**src/rtl/trans_meslen_if.sv**
```systemverilog
// Bundle between macfsm/transmit buffer and the transmit message length unit.
// master: macfsm side, drives load/tdlc/trtr/activ/abort and observes status.
// slave : trans_meslen, consumes the strobes and returns DLC bit / length / done flags.
// Optional byte counter signals exist only when TRANS_MESLEN_BYTECNT_EN is defined.
interface trans_meslen_if;
  logic       load;
  logic [3:0] tdlc;
  logic       trtr;
  logic       activ;
  logic       abort;
  logic       dlcbit;
  logic       dlcdone;
  logic       datadone;
  logic [3:0] tmlb;
  logic       busy;
`ifdef TRANS_MESLEN_BYTECNT_EN
  logic [3:0] bytecnt;
  logic       bytedone;
`endif

  modport master (
    output load, tdlc, trtr, activ, abort,
`ifdef TRANS_MESLEN_BYTECNT_EN
    input  bytecnt, bytedone,
`endif
    input  dlcbit, dlcdone, datadone, tmlb, busy
  );

  modport slave (
    input  load, tdlc, trtr, activ, abort,
`ifdef TRANS_MESLEN_BYTECNT_EN
    output bytecnt, bytedone,
`endif
    output dlcbit, dlcdone, datadone, tmlb, busy
  );
endinterface

```
**src/rtl/trans_meslen.sv**
```systemverilog
// Transmit-side message length unit of the CAN MAC.
// On a load event it captures DLC and RTR flag, serialises the 4 DLC bits MSB first on
// successive activ events, then counts data-field bits until the data field is complete.
// Ports:
//   clk_i   system clock, all state on the rising edge
//   rst_ni  asynchronous active-low reset
//   bus     trans_meslen_if.slave: load/tdlc/trtr/activ/abort in;
//           dlcbit/dlcdone/datadone/tmlb/busy out
// Optional feature macro: TRANS_MESLEN_BYTECNT_EN adds bus.bytecnt (data bytes fully stepped)
// and bus.bytedone (one-clock pulse after every ByteBits data bits).
module trans_meslen #(
  parameter int unsigned MaxBytes = 8,
  parameter int unsigned ByteBits = 8
) (
  input  logic           clk_i,
  input  logic           rst_ni,
  trans_meslen_if.slave  bus
);

  localparam logic [3:0] MaxBytesW = 4'(MaxBytes);

  typedef enum logic [1:0] {StIdle, StDlc, StData, StDone} state_e;

  state_e     state_q;
  logic       load_prev_q;
  logic       activ_prev_q;
  logic [2:0] dlc_q;     // DLC bits not yet presented on dlcbit
  logic [2:0] shcnt_q;   // DLC bits still to be stepped
  logic [6:0] bitcnt_q;  // data bits still to be stepped
  logic       dlcbit_q;
  logic       dlcdone_q;
  logic       datadone_q;
  logic       busy_q;
  logic [3:0] tmlb_q;

`ifdef TRANS_MESLEN_BYTECNT_EN
  localparam int unsigned BitW = (ByteBits > 1) ? $clog2(ByteBits) : 1;
  logic [BitW-1:0] bitinbyte_q;
  logic [3:0]      bytecnt_q;
  logic            bytedone_q;
`endif

  logic       load_ev;
  logic       activ_ev;
  logic [3:0] tmlb_cap;

  always_comb begin
    load_ev  = bus.load & ~load_prev_q;
    activ_ev = bus.activ & ~activ_prev_q;
    // Remote frames carry no data; DLC values above MaxBytes clip to MaxBytes.
    if (bus.trtr) begin
      tmlb_cap = 4'd0;
    end else if (bus.tdlc > MaxBytesW) begin
      tmlb_cap = MaxBytesW;
    end else begin
      tmlb_cap = bus.tdlc;
    end
  end

  always_ff @(posedge clk_i or negedge rst_ni) begin
    if (!rst_ni) begin
      state_q      <= StIdle;
      load_prev_q  <= 1'b0;
      activ_prev_q <= 1'b0;
      dlc_q        <= 3'd0;
      shcnt_q      <= 3'd0;
      bitcnt_q     <= 7'd0;
      dlcbit_q     <= 1'b0;
      dlcdone_q    <= 1'b0;
      datadone_q   <= 1'b0;
      busy_q       <= 1'b0;
      tmlb_q       <= 4'd0;
`ifdef TRANS_MESLEN_BYTECNT_EN
      bitinbyte_q  <= '0;
      bytecnt_q    <= 4'd0;
      bytedone_q   <= 1'b0;
`endif
    end else begin
      // Edge memories track the inputs even through abort.
      load_prev_q  <= bus.load;
      activ_prev_q <= bus.activ;
`ifdef TRANS_MESLEN_BYTECNT_EN
      bytedone_q   <= 1'b0;
`endif
      if (bus.abort) begin
        state_q    <= StIdle;
        dlc_q      <= 3'd0;
        shcnt_q    <= 3'd0;
        bitcnt_q   <= 7'd0;
        dlcbit_q   <= 1'b0;
        dlcdone_q  <= 1'b0;
        datadone_q <= 1'b0;
        busy_q     <= 1'b0;
        tmlb_q     <= 4'd0;
`ifdef TRANS_MESLEN_BYTECNT_EN
        bitinbyte_q <= '0;
        bytecnt_q   <= 4'd0;
`endif
      end else if (load_ev) begin
        // Load wins over a coincident activ event: capture only, no shift.
        state_q    <= StDlc;
        dlcbit_q   <= bus.tdlc[3];
        dlc_q      <= bus.tdlc[2:0];
        shcnt_q    <= 3'd4;
        bitcnt_q   <= 7'd0;
        tmlb_q     <= tmlb_cap;
        dlcdone_q  <= 1'b0;
        datadone_q <= 1'b0;
        busy_q     <= 1'b1;
`ifdef TRANS_MESLEN_BYTECNT_EN
        bitinbyte_q <= '0;
        bytecnt_q   <= 4'd0;
`endif
      end else if (activ_ev) begin
        case (state_q)
          StDlc: begin
            dlc_q   <= {dlc_q[1:0], 1'b0};
            shcnt_q <= shcnt_q - 3'd1;
            if (shcnt_q == 3'd1) begin
              dlcdone_q <= 1'b1;
              dlcbit_q  <= 1'b0;
              if (tmlb_q == 4'd0) begin
                state_q    <= StDone;
                datadone_q <= 1'b1;
                busy_q     <= 1'b0;
              end else begin
                state_q  <= StData;
                bitcnt_q <= 7'(tmlb_q * ByteBits);
              end
            end else begin
              dlcbit_q <= dlc_q[2];
            end
          end
          StData: begin
            if (bitcnt_q != 7'd0) begin
              bitcnt_q <= bitcnt_q - 7'd1;
              if (bitcnt_q == 7'd1) begin
                state_q    <= StDone;
                datadone_q <= 1'b1;
                busy_q     <= 1'b0;
              end
`ifdef TRANS_MESLEN_BYTECNT_EN
              if (bitinbyte_q == BitW'(ByteBits - 1)) begin
                bitinbyte_q <= '0;
                bytecnt_q   <= bytecnt_q + 4'd1;
                bytedone_q  <= 1'b1;
              end else begin
                bitinbyte_q <= bitinbyte_q + 1'b1;
              end
`endif
            end
          end
          default: ;  // IDLE ignores activ; DONE holds everything
        endcase
      end
    end
  end

  assign bus.dlcbit   = dlcbit_q;
  assign bus.dlcdone  = dlcdone_q;
  assign bus.datadone = datadone_q;
  assign bus.tmlb     = tmlb_q;
  assign bus.busy     = busy_q;
`ifdef TRANS_MESLEN_BYTECNT_EN
  assign bus.bytecnt  = bytecnt_q;
  assign bus.bytedone = bytedone_q;
`endif

endmodule
```
**src/flat_wrapper.sv**
```systemverilog
// flat-port wrapper written by rule: the top's interface ports become plain ports
module trans_meslen_flat 
#(
  parameter int unsigned MaxBytes = 8,
  parameter int unsigned ByteBits = 8
)
  (clk_i, rst_ni, bus_load, bus_tdlc, bus_trtr, bus_activ, bus_abort, bus_dlcbit, bus_dlcdone, bus_datadone, bus_tmlb, bus_busy);
  trans_meslen_if bus_i ();
  input  logic clk_i;
  input  logic rst_ni;
  input wire logic [$bits(bus_i.load)-1:0] bus_load;
  input wire logic [$bits(bus_i.tdlc)-1:0] bus_tdlc;
  input wire logic [$bits(bus_i.trtr)-1:0] bus_trtr;
  input wire logic [$bits(bus_i.activ)-1:0] bus_activ;
  input wire logic [$bits(bus_i.abort)-1:0] bus_abort;
  output wire logic [$bits(bus_i.dlcbit)-1:0] bus_dlcbit;
  output wire logic [$bits(bus_i.dlcdone)-1:0] bus_dlcdone;
  output wire logic [$bits(bus_i.datadone)-1:0] bus_datadone;
  output wire logic [$bits(bus_i.tmlb)-1:0] bus_tmlb;
  output wire logic [$bits(bus_i.busy)-1:0] bus_busy;
  assign bus_i.load = bus_load;
  assign bus_i.tdlc = bus_tdlc;
  assign bus_i.trtr = bus_trtr;
  assign bus_i.activ = bus_activ;
  assign bus_i.abort = bus_abort;
  assign bus_dlcbit = bus_i.dlcbit;
  assign bus_dlcdone = bus_i.dlcdone;
  assign bus_datadone = bus_i.datadone;
  assign bus_tmlb = bus_i.tmlb;
  assign bus_busy = bus_i.busy;
  trans_meslen #(.MaxBytes(MaxBytes), .ByteBits(ByteBits)) u_core (.clk_i(clk_i), .rst_ni(rst_ni), .bus(bus_i));
endmodule
```
**config.mk**
```make
export PLATFORM = sky130hd
export DESIGN_NAME = trans_meslen_flat
export DESIGN_NICKNAME = d
export VERILOG_FILES = /design/src/rtl/trans_meslen_if.sv /design/src/rtl/trans_meslen.sv /design/src/flat_wrapper.sv
export SDC_FILE = /design/constraint.sdc
export NUM_CORES = 1
export LEC_CHECK = 0
export ABC_AREA = 1
export CORE_AREA = 2 2 53 55
export DETAILED_ROUTE_END_ITERATION = 8
export DIE_AREA = 0 0 55 57
export PLACE_DENSITY = 0.79
export SYNTH_ARGS = -nofsm -noshare
export SYNTH_HDL_FRONTEND = slang
export SYNTH_SLANG_ARGS = --single-unit
```
**constraint.sdc**
```tcl
create_clock -name clk_i -period 4.05 [get_ports clk_i]
set_input_delay 1.0125 -clock clk_i [delete_from_list [all_inputs] [get_ports clk_i]]
set_output_delay 1.0125 -clock clk_i [all_outputs]
set_load 0.01 [all_outputs]
```
==> flow_summary.toml <==
[cts]
cts_buffers = 3
cts_resized = 0
clk_latency_ns = 0.31
htree_levels = 1
clockBufferDepth = 2
numClockSinks = 25
cts_tree = "yes"
cts-root-buf = "clkbuf_4"
post_cts_buffers = 0
cts_hold_buf = 0
clkTransAtPathRegs_ns = 0.13

[setup_path]
end_kind = "flip-flop"
worstSetupStartpointType = "primary input"
worstPathMaxFanout = 12
path_buf_inv = 4
arrival_ns = 2.79
rrSetupSlack_ns = 2.32
crit_path_frequent_cell = "nand2_1"
cp.required_ns = 4.32
crit_path_max_incr_delay_ns = 0.51
crit_type = "in2reg"
crit_chain = "clkdlybuf4s50_1 -> inv_2 -> nand2_2 -> inv_1 -> nand3_1 -> nand3_4 -> inv_2 -> nand2_1 -> nand2_1 -> nand2_1"
crit_path_top_delay_cell = "clkdlybuf4s50_1"
r2r_cells = 10
cp_top_family = "buffers and inverters"
reg2reg_from = "u_core.load_prev_q"
timing.rr.end = "u_core.bitcnt_q[5]"

[routing]
dr_total_vias = 1268
drc = 0
first_iter_violations = 34
drt-total-wl_mm = 2.98
wl_per_cell_um = 12.6
detail-route-antenna-nets = 0
viasPerCell = 5.35
drt-pass1-iter-count = 4

[pwr]
ir_drop_uv = 372
power_density_nw_per_um2 = 497
p_leak_nw = 0.822

[synth]
yosysTopAreaCellShare = 0.447
synth_cells = 186
synth_area_leaders = "dfrtp_1 45%, nand2_1 14%, nor2_1 6.2%, inv_1 5.9%, nand3_1 5.7%"
synth_edf_count = 0
yosysTopAreaCell = "dfrtp_1"
synthXorXnorAreaFrac = 0.00626
synth_fa_ha_area_frac = 0.0357
ys_types = 22
avgSynthCellArea_um2 = 7.53
syn-num-nets = 200
synth_most_common_cell = "nand2_1"
netlist_area_um2 = 1400
ys_ff_latch = 25
synth_ff_type = "dfrtp_1"
ys_warn_count = 0
synth_top_family_by_area = "simple AND/OR/NAND/NOR gates"
muxShareOfSynthArea = 0
synthTopCellsByCount = "53 x nand2_1, 25 x dfrtp_1, 23 x nor2_1"
synth_compound_area_frac = 0.0947
yosys.area_share.simple = 0.336
seq_area_frac_synth = 0.447
synthArstFlopShare = 1.00

[worst_hold_path]
hold_start = "u_core.bus.datadone"
worst_hold_path_type = "reg2reg"
holdPathEnd = "u_core.bus.datadone"
whs_path_depth = 2

[grt]
first_global_vias = 1236
grt_remaining_overflow = 0
grt.total_usage = 0.223
grt_max_degree = 26
antenna_found_initial = 0
grt_pass1_wl_mm = 5.18

[sta]
relSlewSlack = 0.252
fmax_mhz = 396
slew_violations = 0
tns_ns = 0
setup_ws_ns = 1.52
period_needed_ns = 2.53
tightest_slew_ns = 1.12
rsz0062_at_grt = "no"
post-route-period-util = 0.624
setup_viol = 0
hold_violations = 0
skew_ns = 0.00352
whs_ns = 0.489

[finish]
antenna_cells = 0
nets = 221
syn_to_final_growth_pct = 16.3
drive_gt1_frac = 0.0922
fill_cells = 247
utilization = 0.622

[placed_design]
gp_congestion = 0.907
dp_slack_ns = 1.24
io_buffers = 17
place.detailed.hpwl_mm = 2.35

[floorplanning]
fp.coreArea_um2 = 2620
design.die.area_um2 = 3140
io_pins = 18
die_w_um = 55
core.rowCount = 19
initial_core_util = 0.535
fp.dieH_um = 57

[run_status]
run_status = "complete, no violations"

[job]
drv_cap = 0
metrics by stage:
stage               cells  total power, W  cell area (µm²)
floorplan             186        0.000604             1400
detailed placement    233        0.000704             1600
CTS                   237        0.000813             1630
finish                237        0.000808             1630
global placement      233        0.000689             1600
global route          237        0.000884             1630
cell families (layout without fill, tap and decap cells):
| family | Yosys count | after routing |
|---|---|---|
| buffers and inverters | 29 | 49 |
| AOI/OAI and AO/OA | 22 | 22 |
| adders and majority gates | 4 | 4 |
| xor gates and xnor gates | 1 | 1 |
| DFF | 25 | 25 |
| and+or+nand+nor | 105 | 105 |
metal layers:
metal  routed length (µm)  global-route usage  up-vias
li1                     -                   -      641
met1                 1310               0.286      581
met2                 1460               0.350       34
met3                  120              0.0419       12
met4                   87               0.115        0
met5                    0                   0        -
state kept, by name (all words and copies together) (netlist names):
signal and count:
u_core.bitcnt_q 7, u_core.bus.tmlb 4, u_core.dlc_q 3, u_core.shcnt_q 3, u_core.state_q 2, u_core.activ_prev_q 1
u_core.bus.busy 1, u_core.bus.datadone 1, u_core.bus.dlcbit 1, u_core.bus.dlcdone 1, u_core.load_prev_q 1
where the power goes:
group | internal [W] | total, W | switching, W
Sequential | 0.000297 | 0.000340 | 0.0000430
Clock | 0.0000385 | 0.000110 | 0.0000711
Combinational | 0.000134 | 0.000359 | 0.000225
Total | 0.000469 | 0.000808 | 0.000340
worst reg2reg max path: stages (launching register included):
cell     delay [ns]
dfrtp_1        0.35
inv_1          0.05
nand2_2        0.14
nand2_2        0.13
inv_1          0.33
nand3_1        0.23
nand3_4        0.16
inv_2          0.06
nand2_1        0.11
nand2_1        0.07
nand2_1        0.06
layout make-up:
cell class                      instances  area, µm²  share of cell area
Clock buffer                            4       26.3              0.0161
Multi-Input combinational cell        132        662               0.407
Timing Repair Buffer                   17        170               0.105
Sequential cell                        25        626               0.384
Tap cell                               31       38.8              0.0238
Inverter                               28        105              0.0646
worst max-delay path by stage:
stage	depth (start not counted)	start	end	slack [ns]
after floorplan	9	bus_load	u_core.bitcnt_q[5]	2.16
after global placement	9	bus_abort	u_core.bitcnt_q[5]	1.35
after detailed placement	10	bus_abort	u_core.bitcnt_q[5]	1.24
after CTS	10	bus_abort	u_core.bitcnt_q[5]	1.58
after global routing	10	bus_load	u_core.bitcnt_q[2]	1.39
final	10	bus_abort	u_core.bitcnt_q[5]	1.52
layout by cell type (no fill, tap or decap):
cell type	n
a21oi_1	4
inv_2	6
nand2_1	53
nor3_1	1
nor2_4	2
nand3_2	1
nand3_4	1
o31ai_1	2
ha_1	4
nor2_1	23
inv_1	22
nand3_1	16
xnor2_1	1
a31oi_1	4
clkbuf_4	3
o21ai_0	8
nand4_1	2
clkbuf_1	1
nand2_2	4
o32ai_1	3
clkdlybuf4s50_1	17
dfrtp_1	25
nor2_2	2
o22ai_1	1
Note: power is estimated with default switching activity, not from simulation.
